## src/rtl/ram16k_arbiter.sv

```systemverilog
// ram16k_arbiter: fixed-priority two-port arbiter in front of ram16k, with a starvation override for port 1
//   params : ADDR_W address width, DATA_W data width, STARVE_MAX denied cycles before port 1 wins (1..15)
//   clk, rst_n                      : clock, asynchronous active-low reset
//   pN_req/we/addr/wdata            : port N request, write enable, word address, write data
//   pN_gnt                          : combinational grant, access happens at this cycle's rising edge
//   pN_rvalid/rdata                 : registered read response, one cycle after a read grant
//   ram_load/address/data_in        : drive to ram16k
//   ram_data_out                    : combinational read data from ram16k
module ram16k_arbiter #(
    parameter int ADDR_W     = 14,
    parameter int DATA_W     = 16,
    parameter int STARVE_MAX = 4
) (
    input  logic              clk,
    input  logic              rst_n,
    input  logic              p0_req,
    input  logic              p0_we,
    input  logic [ADDR_W-1:0] p0_addr,
    input  logic [DATA_W-1:0] p0_wdata,
    output logic              p0_gnt,
    output logic              p0_rvalid,
    output logic [DATA_W-1:0] p0_rdata,
    input  logic              p1_req,
    input  logic              p1_we,
    input  logic [ADDR_W-1:0] p1_addr,
    input  logic [DATA_W-1:0] p1_wdata,
    output logic              p1_gnt,
    output logic              p1_rvalid,
    output logic [DATA_W-1:0] p1_rdata,
    output logic              ram_load,
    output logic [ADDR_W-1:0] ram_address,
    output logic [DATA_W-1:0] ram_data_in,
    input  logic [DATA_W-1:0] ram_data_out
);
    localparam logic [3:0] SMAX = 4'(STARVE_MAX);
    logic [3:0] wait_cnt;
    logic       sel1;
    // rst_n gates the grants so nothing is written while reset is held
    always_comb begin
        sel1        = rst_n & p1_req & (~p0_req | (wait_cnt == SMAX));
        p1_gnt      = sel1;
        p0_gnt      = rst_n & p0_req & ~sel1;
        ram_address = sel1 ? p1_addr : p0_addr;
        ram_data_in = sel1 ? p1_wdata : p0_wdata;
        ram_load    = (p0_gnt & p0_we) | (p1_gnt & p1_we);
    end
    always_ff @(posedge clk or negedge rst_n) begin
        if (!rst_n) begin
            wait_cnt  <= '0;
            p0_rvalid <= 1'b0;
            p1_rvalid <= 1'b0;
            p0_rdata  <= '0;
            p1_rdata  <= '0;
        end else begin
            wait_cnt  <= (p1_gnt | ~p1_req) ? 4'd0 : (wait_cnt == SMAX) ? wait_cnt : wait_cnt + 4'd1;
            p0_rvalid <= p0_gnt & ~p0_we;
            p1_rvalid <= p1_gnt & ~p1_we;
            if (p0_gnt & ~p0_we) p0_rdata <= ram_data_out;
            if (p1_gnt & ~p1_we) p1_rdata <= ram_data_out;
        end
    end
endmodule

```

## config.mk

```make
export PLATFORM = sky130hd
export DESIGN_NAME = ram16k_arbiter
export DESIGN_NICKNAME = d
export VERILOG_FILES = /design/src/rtl/ram16k_arbiter.sv
export SDC_FILE = /design/constraint.sdc
export NUM_CORES = 1
export LEC_CHECK = 0
export ABC_AREA = 0
export BUFFER_PORTS_ARGS = -buffer_cell sky130_fd_sc_hd__buf_4
export CORE_MARGIN = 2
export CORE_UTILIZATION = 43
export DETAILED_ROUTE_END_ITERATION = 8
export HOLD_SLACK_MARGIN = 0.06
export PLACE_DENSITY = 0.86
export SYNTH_ARGS = -nofsm -noshare
export SYNTH_HDL_FRONTEND = slang
export SYNTH_SLANG_ARGS = --single-unit
```

## constraint.sdc

```tcl
create_clock -name clk -period 3.7 [get_ports clk]
set_input_delay 0.74 -clock clk [delete_from_list [all_inputs] [get_ports clk]]
set_output_delay 0.74 -clock clk [all_outputs]
set_load 0.1 [all_outputs]
```

; Word-level counts from Yosys, hierarchy flattened
; Index checks and enable logic that the tools add are counted.
[classes]
add_sub_neg = 1
n_reduce_logical = 0
div_mod_pow = 0
mul = 0
shifts = 0
n_lt_le_gt_ge = 0
n_mux = 4
n_eq_ne = 2
n_bitwise = 16
[ops]
columns = op, count
row1 = 16-bit two-way mux, 1
row2 = 14-bit two-way mux, 1
row3 = 1-bit bitwise AND, 8
row4 = 4-bit two-way mux, 2
row5 = 1-bit inverter, 5
row6 = "4-bit by 1-bit adder with 4-bit output, second input constant", 1
row7 = "4-bit by 3-bit == test with 1-bit output, second input constant", 1
row8 = 1-bit OR, 3
row9 = "2-bit inequality test, second input constant", 1
[word_totals]
rom_bits = 0
mem_bits_rw = 0
ff_bits = 38
memories = 0
wordCells = 28
latch_bits = 0
out_inout_bits = 67

; Longest topological paths before layout
; Gate-level depths: netlist (run 1).
[logic_depth]
depth_word = 7
ltp_mapped = 6

; Worst setup path after synthesis (run 1)
; Ideal clock, no wire load.
[synth_timing]
path_type = register -> output
startpoint = reg wait_cnt[0]
endpoint = out ram_load
path_stages_with_launch = 6
path_buffers = 0
arrival_time_ns = 3.371
slack_ns = -0.411
path_cell_list = dfrtp_1 > inv_1 > ha_1 > and3b_1 > a21oi_1 > a22o_1
[synth_between]
elab_chain_cells = 7
[synth_rtl]
columns = element, line
row1 = "start, declared", 36  ; logic [3:0] wait_cnt;
row2 = "start signal, assigned", 55  ; wait_cnt <= (p1_gnt | ~p1_req) ? 4'd0 : (wait_cnt == SMAX) ? wait_cnt : wait_cnt + 4'd1;
row3 = 4-bit by 3-bit == test with 1-bit output, 40  ; sel1 = rst_n & p1_req & (~p0_req | (wait_cnt == SMAX));
row4 = 1-bit OR, 40
row5 = 1-bit bitwise AND, 40
row6 = 1-bit inverter, 42  ; p0_gnt = rst_n & p0_req & ~sel1;
row7 = 1-bit bitwise AND, 42
row8 = named net p0_gnt, 20  ; output logic p0_gnt,
row9 = 1-bit bitwise AND, 45  ; ram_load = (p0_gnt & p0_we) | (p1_gnt & p1_we);
row10 = 1-bit OR, 45
row11 = "end, declared", 30  ; output logic ram_load,
; The timed path passes the listed nets, and every way through them passes these cells.

; Worst setup path in the final report (run 1)
[layout_timing]
startpoint = reg wait_cnt[0]
endpoint = out ram_address[0]
[layout_between]
elab_chain_cells = 4
[layout_rtl]
columns = element, line
row1 = 4-bit by 3-bit == test with 1-bit output, 40
row2 = 1-bit OR, 40
row3 = 1-bit bitwise AND, 40
row4 = 14-bit two-way mux, 43  ; ram_address = sel1 ? p1_addr : p0_addr;
row5 = "end, declared", 31  ; output logic [ADDR_W-1:0] ram_address,
; Every way passes these cells.

==> metrics.cfg, run 1 <==
[placed_design]
hpwl_mm=4.58
post-place-cells=331
io_buffers=148
pre_cts_slack_ns=0.822
globalplace.congestion=0.853
dpl_cell_area_sq_mm=0.00308

[cells_and_area]
diodes=0
stdcell_count=338
utilization_pct=72.9
drive_above_1_share_pct=74.1
nets=370
final_common_cell=buf_4
area_delta_synth_final_pct=64.5
most-common-layout-cells=151 x buf_4, 51 x mux2_2, 38 x dfrtp_1
nFillCells=328
fin_area_sq_mm=0.00315

[logic_synthesis]
synth_nets=218
synth_cell_type_count=24
yosysTopAreaCell=dfrtp_1
synthCells=134
synthTopCellsByArea=dfrtp_1 50%, mux2_2 30%, mux2_1 6.5%
ys_seq_area_share_pct=49.6
synth_top_cell_area_share_pct=49.6
synth-warning-count=0
ys_ff_latch=38
avgSynthCellArea_sq_um=14.3
syn_area_sq_mm=0.00192

[power_and_ir_drop]
switching_power_mw=1.11
ir_drop_mv=0.480
p_comb_share_pct=60.3
p_leak_nw=1.56
power.share.clock_pct=12.6
p_int_mw=0.910
p_total_mw=2.02
power_density_mw_per_mm2=641
switching_share_pct=55.0
seq_power_share_pct=27.1

[timing]
clock_skew_ns=0.00618
hold_slack_ns=0.488
period_share_pct=83.5
tightest_slew_ns=0.951
report.final.slew_viol_count=0
max_freq_ghz=0.324
finalCriticalPeriod_ns=3.09
setup_viol=0
rsz0062_at_grt=no
fin_setup_tns_ns=0
relSlewSlack_pct=36.4
setup_slack_ns=0.611
hold_violations=0

[cts]
clkTransAtPathRegs_ns=0.07
cts_tree=built
cts_made_buffers=5
cts_hold_buffers=0
clock_latency_ns=0.28
post_cts_resized=0
cts_setup_buffers=0
cts.sinks=38
cts_max_level=2
cts.path.max_buffers=2
cts_root_buffer=clkbuf_8

[detailed_routing]
num_vias=1700
drt-wirelength-per-cell_um=17.0
routed_wirelength_mm=5.75
remaining_drc_errors=0
viasPerCell=5.03
drtAntennaViolNets=0
dr.pass1.iters=4
drt-initial-drc-count=45

[grt]
grt_max_degree=42
use_met1_pct=25.6
grt_first_pass_wirelength_mm=8.84
grt_use_met3_pct=6.13
antenna_found_initial=0
first_global_vias=1756
track_usage_pct=22.8
grt_util_met2_pct=40.7
grt-ovfl-total=0
top_usage_layer=met2

[worst_setup_path]
path_class=register to output pin
critical_path.max_fanout=32
end_kind=output pin
crit_path_start_kind=register
cp.required_ns=2.96
arrival_ns=2.35

[worst_hold_path]
holdCritPathClass=register to register

[flow_run]
drv_cap=0

[die]
die-area_sq_mm=0.00501
fp.dieH_um=70.8
io_pins=149
die_w_um=70.8
num_rows=24
initial_core_util_pct=44.3
core-area_sq_mm=0.00432

[outcome]
outcome=completed

-- synthesized netlist by cell type, drive strengths merged --
library cell,count
nor2,2
nand2,3
dfrtp,38
a211oi,2
o21a,1
o2111ai,1
o21ai,1
nand3,2
inv,3
a22o,1
and3b,1
xnor2,1
mux2i,1
mux2,62
a2bb2oi,1
nor3,1
buf,6
ha,2
o211a,1
a21oi,3
nand3b,1
-- routing by layer --
| layer | wire, um | vias up |
|---|---|---|
| met4 | 153 | 0 |
| met2 | 2960 | 93 |
| met5 | 0 | - |
| met1 | 2140 | 810 |
| met3 | 502 | 14 |
| li1 | - | 783 |
-- flip-flops by register name (all words and copies together) (netlist names) --
register / flops
p0_rdata: 16
wait_cnt: 4
p0_rvalid: 1
p1_rdata: 16
p1_rvalid: 1
-- worst max-delay path: stages, from the launching register on --
cell	delay, ns
dfrtp_1	0.40
inv_1	0.12
ha_1	0.25
nand3b_4	0.15
a21oi_2	0.16
buf_4	0.36
mux2_2	0.39
buf_4	0.23
-- power by group through the flow --
stage	registers [mW]	clock network, mW	logic [mW]
6_report	0.548	0.256	1.22
5_1_grt	0.559	0.281	1.25
4_1_cts	0.549	0.262	1.22
3_5_place_dp	0.553	0	1.22
3_3_place_gp	0.552	0	1.21
2_1_floorplan	1.15	0	0.335
-- final cells by class --
cell class	instances	area [sq um]	share of cell area [%]
clock buffer	7	76.3	2.42
inverter	3	11.3	0.357
tap	52	65.1	2.06
sequential	38	951	30.2
timing repair buffer	151	1130	36.0
multi-input combinational	87	916	29.0
-- cell families (layout without fill, tap and decap cells) --
kind of cell / after synthesis / after routing / synth area share (%)
AOI/OAI and AO/OA: 11 / 11 / 5.61
xor gates and xnor gates: 1 / 1 / 0.457
adders and majority gates: 2 / 2 / 1.31
buffers and inverters: 9 / 161 / 2.81
DFF: 38 / 38 / 49.6
muxes: 63 / 63 / 36.9
and+or+nand+nor: 10 / 10 / 3.26
-- worst paths after layout --
kind / start / depth (start not counted) / slack, ns / to
hold / removal: p0_rdata[14]$_DFFE_PN0P_ / 1 / 0.49 / p0_rdata[14]$_DFFE_PN0P_
min in group asynchronous: rst_n / 2 / 0.55 / p0_rdata[14]$_DFFE_PN0P_
max in group asynchronous: rst_n / 2 / 2.81 / p0_rdata[0]$_DFFE_PN0P_
setup reg to reg: wait_cnt[0]$_DFFE_PN0P_ / 5 / 1.39 / p1_rdata[12]$_DFFE_PN0P_
hold reg to reg: p0_rdata[14]$_DFFE_PN0P_ / 1 / 0.49 / p0_rdata[14]$_DFFE_PN0P_
setup / recovery: wait_cnt[0]$_DFFE_PN0P_ / 7 / 0.61 / ram_address[0]
Power figures use the tool's default switching activity.
==> inputs of run 2 (changes only) <==
--- a/config.mk
+++ b/config.mk
@@ -5,13 +5,13 @@
 export SDC_FILE = /design/constraint.sdc
 export NUM_CORES = 1
 export LEC_CHECK = 0
-export ABC_AREA = 0
+export ABC_AREA = 1
 export BUFFER_PORTS_ARGS = -buffer_cell sky130_fd_sc_hd__buf_4
 export CORE_MARGIN = 2
-export CORE_UTILIZATION = 43
+export CORE_UTILIZATION = 37
 export DETAILED_ROUTE_END_ITERATION = 8
 export HOLD_SLACK_MARGIN = 0.06
-export PLACE_DENSITY = 0.86
+export PLACE_DENSITY = 0.77
 export SYNTH_ARGS = -nofsm -noshare
 export SYNTH_HDL_FRONTEND = slang
 export SYNTH_SLANG_ARGS = --single-unit
==> constraint.sdc (replaced) <==
create_clock -name clk -period 2.8 [get_ports clk]
set_input_delay 0.56 -clock clk [delete_from_list [all_inputs] [get_ports clk]]
set_output_delay 0.56 -clock clk [all_outputs]
set_load 0.1 [all_outputs]
==> run 2 against run 1 <==
Global-route usage shrank 1.7 points. Critical path depth grew 3. Largest cell class unchanged. Sequential cell count is the same. Highest routed layer unchanged. Total power grew 27%. Die area grew 22%. Critical path type unchanged. Count of clock-buffer cells in the layout shrank 1. Routed wire length grew 12%. Critical endpoint is now ram_load. Hold slack lost 0.17 ns. Register-to-register slack lost 0.79 ns.
==> metrics.cfg, run 2 <==
[logic_synthesis]
syn_area_sq_mm=0.00203
ys_ff_latch=38
synthTopCellsByArea=dfrtp_1 47%, nand2_1 33%, nand4_1 5.9%
synth_edf_count=0
synth_cell_type_count=21
synthCells=274
synth_commonest_cells=177 x nand2_1, 38 x dfrtp_1, 19 x nand4_1
yosys_most_used_dff=dfrtp_1
ys_seq_area_share_pct=46.9
synth-warning-count=0
synth_nets=358
synth.most_common_cell=nand2_1
synth_top_cell_area_share_pct=46.9
async_reset_ff_share_pct=100
yosysTopAreaCell=dfrtp_1
avgSynthCellArea_sq_um=7.40

[grt]
grt-ovfl-total=0
grt_max_degree=40
grt_util_met2_pct=39.5
antenna_found_initial=0
top_usage_layer=met2
track_usage_pct=21.1
grt_use_met3_pct=7.70
use_met1_pct=22.6
first_global_vias=2287
grt_first_pass_wirelength_mm=10.3

[timing]
setup_viol=0
finalCriticalPeriod_ns=2.66
tightest_slew_ns=0.529
relSlewSlack_pct=64.5
hold_violations=0
period_share_pct=95.2
max_freq_ghz=0.375
fin_setup_tns_ns=0
report.final.slew_viol_count=0
rsz0062_at_grt=no
hold_slack_ns=0.322
clock_skew_ns=0.00494

[worst_setup_path]
r2r.worst_path.cells=10
crit_start=wait_cnt[0]$_DFFE_PN0P_
crit_path_start_kind=register
r2r-end=p0_rdata[0]$_DFFE_PN0P_
cpMaxStageDelayCell=dfrtp_1
cp.required_ns=2.24
path_class=register to output pin
critical_path.max_fanout=33
r2r_start=wait_cnt[0]$_DFFE_PN0P_
rrSetupSlack_ns=0.60
cp_cell_sequence=inv_1 -> ha_1 -> nand3_2 -> nand2_2 -> nand2_8 -> clkinv_8 -> nand2_8 -> nand2_1 -> inv_1 -> buf_6
end_kind=output pin
arrival_ns=2.10
cpPeakStageDelay_ns=0.42

[power_and_ir_drop]
p_int_mw=1.14
p_leak_nw=1.92
p_total_mw=2.57
seq_power_share_pct=27.6
ir_drop_mv=0.467
power_density_mw_per_mm2=785
power.share.clock_pct=14.2
switching_power_mw=1.42
p_comb_share_pct=58.2
switching_share_pct=55.5

[cells_and_area]
nFillCells=497
most-common-layout-cells=177 x nand2_1, 150 x buf_4, 38 x dfrtp_1
nets=504
drive_above_1_share_pct=39.6
top_regs=p0_rdata (16), p1_rdata (16), wait_cnt (4)
final_common_cell=nand2_1
register_area_sq_um=951
diodes=0
utilization_pct=62.8
area_delta_synth_final_pct=61.3
fin_area_sq_mm=0.00327
multi_input_comb_area_sq_um=951

[detailed_routing]
drt-initial-drc-count=73
remaining_drc_errors=0
viasPerCell=4.67
drtAntennaViolNets=0
routed_wirelength_mm=6.47
num_vias=2286
drt-wirelength-per-cell_um=13.2
dr.pass1.iters=4

[outcome]
outcome=completed

[placed_design]
io_buffers=148
hpwl_mm=4.89
globalplace.congestion=0.804
dpl_cell_area_sq_mm=0.00316

[cts]
cts_made_buffers=5
clkTransAtPathRegs_ns=0.07
cts_tree=built
cts_max_level=2
cts.path.max_buffers=2
cts_setup_buffers=0
cts_hold_buffers=0
clock_latency_ns=0.29
cts.sinks=38
cts_root_buffer=clkbuf_8

[die]
die_w_um=78.0
num_rows=26
die-area_sq_mm=0.00609
core-area_sq_mm=0.00520
io_pins=149
fp.dieH_um=78.0
initial_core_util_pct=39.0

[worst_hold_path]
holdCritPathClass=input port to async pin

[flow_run]
drv_cap=0

run 2: cell count changes in the layout (fill, tap and decap cells not counted), sizes merged, moves of 2 or more:
cell | before | now
nand2 | 3 | 180
mux2 | 62 | 0
nand4 | 0 | 19
inv | 3 | 7
clkinv | 0 | 3
a211oi | 2 | 0
nand3 | 2 | 4
run 2: critical path, delay by kind of cell, from the launching register on:
family | cells | cell delay, ns
buffers and inverters | 4 | 0.53
DFF | 1 | 0.42
and+or+nand+nor | 5 | 0.61
adders and majority gates | 1 | 0.25
run 2: timing repair:
item	in CTS	in global routing
pin swaps	0	0
setup endpoints to repair	1	19
resized for setup	2	3
endpoints found under the hold margin	0	0
run 2: metal layers:
| layer | vias up | part of all wire (%) |
|---|---|---|
| met1 | 1037 | 37 |
| met4 | 0 | 0.73 |
| met5 | - | 0 |
| li1 | 1141 | - |
| met3 | 4 | 11 |
| met2 | 104 | 51 |
run 2: layout make-up:
class                   instances  share of cell area [%]
clock buffers                   6                    2.52
inverters                      10                    1.53
flip-flops and latches         38                    29.1
repair buffers                152                    35.1
well taps                      70                    2.68
multi-input cells             213                    29.1
run 2: metrics by stage:
stage / setup WS (ns) / instances
2_1_floorplan: 0.0892 / 274
3_5_place_dp: 0.229 / 483
6_report: 0.135 / 489
3_3_place_gp: 0.329 / 483
5_1_grt: 0.0178 / 489
4_1_cts: 0.0603 / 489
run 2: worst max-delay path by stage:
stage               end  slack, ns
6_report       ram_load       0.14
5_1_grt        ram_load       0.02
4_1_cts        ram_load       0.06
3_5_place_dp   ram_load       0.23
3_3_place_gp   ram_load       0.33
2_1_floorplan    p0_gnt       0.09
run 2: cells by family after synthesis:
| family | after synthesis | share of synthesized area, % |
|---|---|---|
| AOI/OAI and AO/OA | 4 | 0.987 |
| DFF | 38 | 46.9 |
| buffers and inverters | 23 | 7.22 |
| adders and majority gates | 2 | 1.23 |
| xor gates and xnor gates | 1 | 0.432 |
| and+or+nand+nor | 206 | 43.2 |
run 2: power by group through the flow:
stage / combinational [mW] / clock, mW / sequential (mW)
floorplan: 0.454 / 0 / 1.38
detailed placement: 1.49 / 0 / 0.716
CTS: 1.50 / 0.369 / 0.710
global placement: 1.48 / 0 / 0.713
global route: 1.55 / 0.390 / 0.723
finish: 1.49 / 0.365 / 0.710
==> inputs of run 3 (changes only) <==
--- a/config.mk
+++ b/config.mk
@@ -7,11 +7,12 @@
 export LEC_CHECK = 0
 export ABC_AREA = 1
 export BUFFER_PORTS_ARGS = -buffer_cell sky130_fd_sc_hd__buf_4
-export CORE_MARGIN = 2
-export CORE_UTILIZATION = 37
+export CAP_MARGIN = 20
+export CORE_UTILIZATION = 38
+export CTS_BUF_LIST = sky130_fd_sc_hd__clkbuf_2
 export DETAILED_ROUTE_END_ITERATION = 8
 export HOLD_SLACK_MARGIN = 0.06
-export PLACE_DENSITY = 0.77
+export PLACE_DENSITY = 0.79
 export SYNTH_ARGS = -nofsm -noshare
 export SYNTH_HDL_FRONTEND = slang
 export SYNTH_SLANG_ARGS = --single-unit
==> run 3 against run 2 <==
Global-route usage down 0.42 points. Clock skew grew 0.0041 ns. Cell area up 4.4%. Sequential power hardly changed. Sequential cell count did not move. Count of clock-buffer cells in the layout did not move. Largest power group unchanged. Combinational power is 3% higher. Die area shrank 7.5%.
==> metrics.cfg, run 3 (synthesized netlist as in run 2, its figures left out) <==
[worst_setup_path]
cp_top_family=buffers and inverters
cpPeakStageDelay_ns=0.47
rrSetupSlack_ns=1.06
end_kind=output pin
cpMostUsedCell=buf_12
path_class=register to output pin
r2r_start=wait_cnt[0]$_DFFE_PN0P_
crit_path_start_kind=register
cp_cell_sequence=inv_2 -> ha_2 -> nand3_2 -> nand2_4 -> nand2_8 -> buf_12 -> o21ai_0 -> nand2_1 -> inv_1 -> buf_12
crit_buf_inv=4
r2r-end=p1_rdata[8]$_DFFE_PN0P_
arrival_ns=2.09
critical_path.max_fanout=14
r2r.worst_path.cells=9
cp.required_ns=2.24
cpMaxStageDelayCell=dfrtp_1

[die]
die_w_um=75.1
num_rows=26
die-area_sq_mm=0.00563
core-area_sq_mm=0.00511
io_pins=149
fp.dieH_um=75.1
initial_core_util_pct=39.7

[cts]
cts_tree=built
cts_root_buffer=clkbuf_2
clock_latency_ns=0.38
cts_max_level=2
cts.path.max_buffers=2
cts.sinks=38
cts_hold_buffers=0
clkTransAtPathRegs_ns=0.18
cts_made_buffers=5

[cells_and_area]
nFillCells=425
utilization_pct=66.9
final_common_cell=nand2_1
area_delta_synth_final_pct=68.4
top_regs=p0_rdata (16), p1_rdata (16), wait_cnt (4)
nets=508
diodes=0
drive_above_1_share_pct=40.7
most-common-layout-cells=177 x nand2_1, 125 x buf_4, 38 x dfrtp_1

[power_and_ir_drop]
switching_power_mw=1.43
switching_share_pct=57.8
p_comb_share_pct=62.0
power.share.clock_pct=9.4
p_leak_nw=1.98
ir_drop_mv=0.629
power_density_mw_per_mm2=726
seq_power_share_pct=28.6
p_int_mw=1.05
p_total_mw=2.48

[timing]
hold_slack_ns=0.204
tightest_slew_ns=0.509
finalCriticalPeriod_ns=2.65
rsz0062_at_grt=no
clock_skew_ns=0.00901
setup_viol=0
max_freq_ghz=0.377
setup_slack_ns=0.146
period_share_pct=94.8
hold_violations=0
fin_setup_tns_ns=0
relSlewSlack_pct=65.8
report.final.slew_viol_count=0

[worst_hold_path]
holdCritPathClass=input port to async pin

[grt]
antenna_found_initial=0
track_usage_pct=20.7
first_global_vias=1982
grt_max_degree=39
grt_first_pass_wirelength_mm=8.82
grt-ovfl-total=0

[flow_run]
drv_cap=0

[placed_design]
hpwl_mm=4.64
io_buffers=148
pre_cts_slack_ns=0.365
globalplace.congestion=0.817

[detailed_routing]
drt-initial-drc-count=68
num_vias=2337
drt-wirelength-per-cell_um=13.4
dr.pass1.iters=4
viasPerCell=4.72
routed_wirelength_mm=6.62
drtAntennaViolNets=0
remaining_drc_errors=0

[outcome]
outcome=completed

-- run 3: changes by cell type in the layout (fill, tap and decap cells not counted), sizes merged --
cell	change
clkbuf	+1
inv	+1
buf	+2
clkinv	+2
-- run 3: area by class of cell --
| class | instances | area, sq um | share of cell area [%] |
|---|---|---|---|
| clock buffers | 6 | 30.0 | 0.879 |
| clock inverters | 2 | 8.76 | 0.257 |
| inverters | 10 | 50.0 | 1.47 |
| multi-input cells | 213 | 958 | 28.1 |
| flip-flops and latches | 38 | 951 | 27.8 |
| well taps | 70 | 87.6 | 2.57 |
| repair buffers | 155 | 1320 | 38.7 |
| repair inverters | 1 | 8.76 | 0.257 |
-- run 3: metrics by stage --
stage | std cells | instance area (sq um)
final | 495 | 3410
after global routing | 495 | 3410
after CTS | 491 | 3210
after detailed placement | 483 | 3160
after global placement | 483 | 3160
after floorplan | 274 | 2030
-- run 3: power by group through the flow --
stage               sequential, mW  combinational [mW]  clock (mW)
floorplan                     1.38               0.454           0
global placement             0.713                1.48           0
detailed placement           0.715                1.49           0
CTS                          0.707                1.49       0.240
global route                 0.720                1.59       0.266
finish                       0.708                1.54       0.233
-- run 3: worst max-delay path by stage --
stage,from,to,slack [ns],cells past startpoint
after floorplan,wait_cnt[0]$_DFFE_PN0P_,p0_gnt,0.09,8
after global placement,wait_cnt[0]$_DFFE_PN0P_,ram_load,0.44,10
after detailed placement,wait_cnt[0]$_DFFE_PN0P_,ram_load,0.36,10
after CTS,wait_cnt[0]$_DFFE_PN0P_,ram_load,-0.005,10
after global routing,wait_cnt[0]$_DFFE_PN0P_,ram_load,0.006,10
final,wait_cnt[0]$_DFFE_PN0P_,ram_load,0.15,10
-- run 3: worst reg2reg max path: cells and delay by family, from the launching register on --
family / cells / cell delay [ns]
simple gates: 6 / 0.75
flops: 1 / 0.47
buf+inv: 2 / 0.28
fa+ha+maj: 1 / 0.20
-- run 3: timing repair --
| action | 4_1_cts | 5_1_grt |
|---|---|---|
| pin swaps | 0 | 1 |
| resized for setup | 2 | 41 |
| gates cloned | 0 | 2 |
| setup endpoints to repair | 1 | 32 |
| buffers inserted | 0 | 2 |
-- run 3: per-layer routing --
| metal | share of wire (%) | track usage (%) | vias to the layer above | routed length (um) |
|---|---|---|---|---|
| li1 | - | - | 1151 | - |
| met1 | 39 | 24.2 | 1072 | 2560 |
| met2 | 50 | 35.6 | 104 | 3280 |
| met3 | 10 | 6.83 | 10 | 689 |
| met4 | 1.3 | 7.34 | 0 | 88 |
| met5 | 0 | 0 | - | 0 |
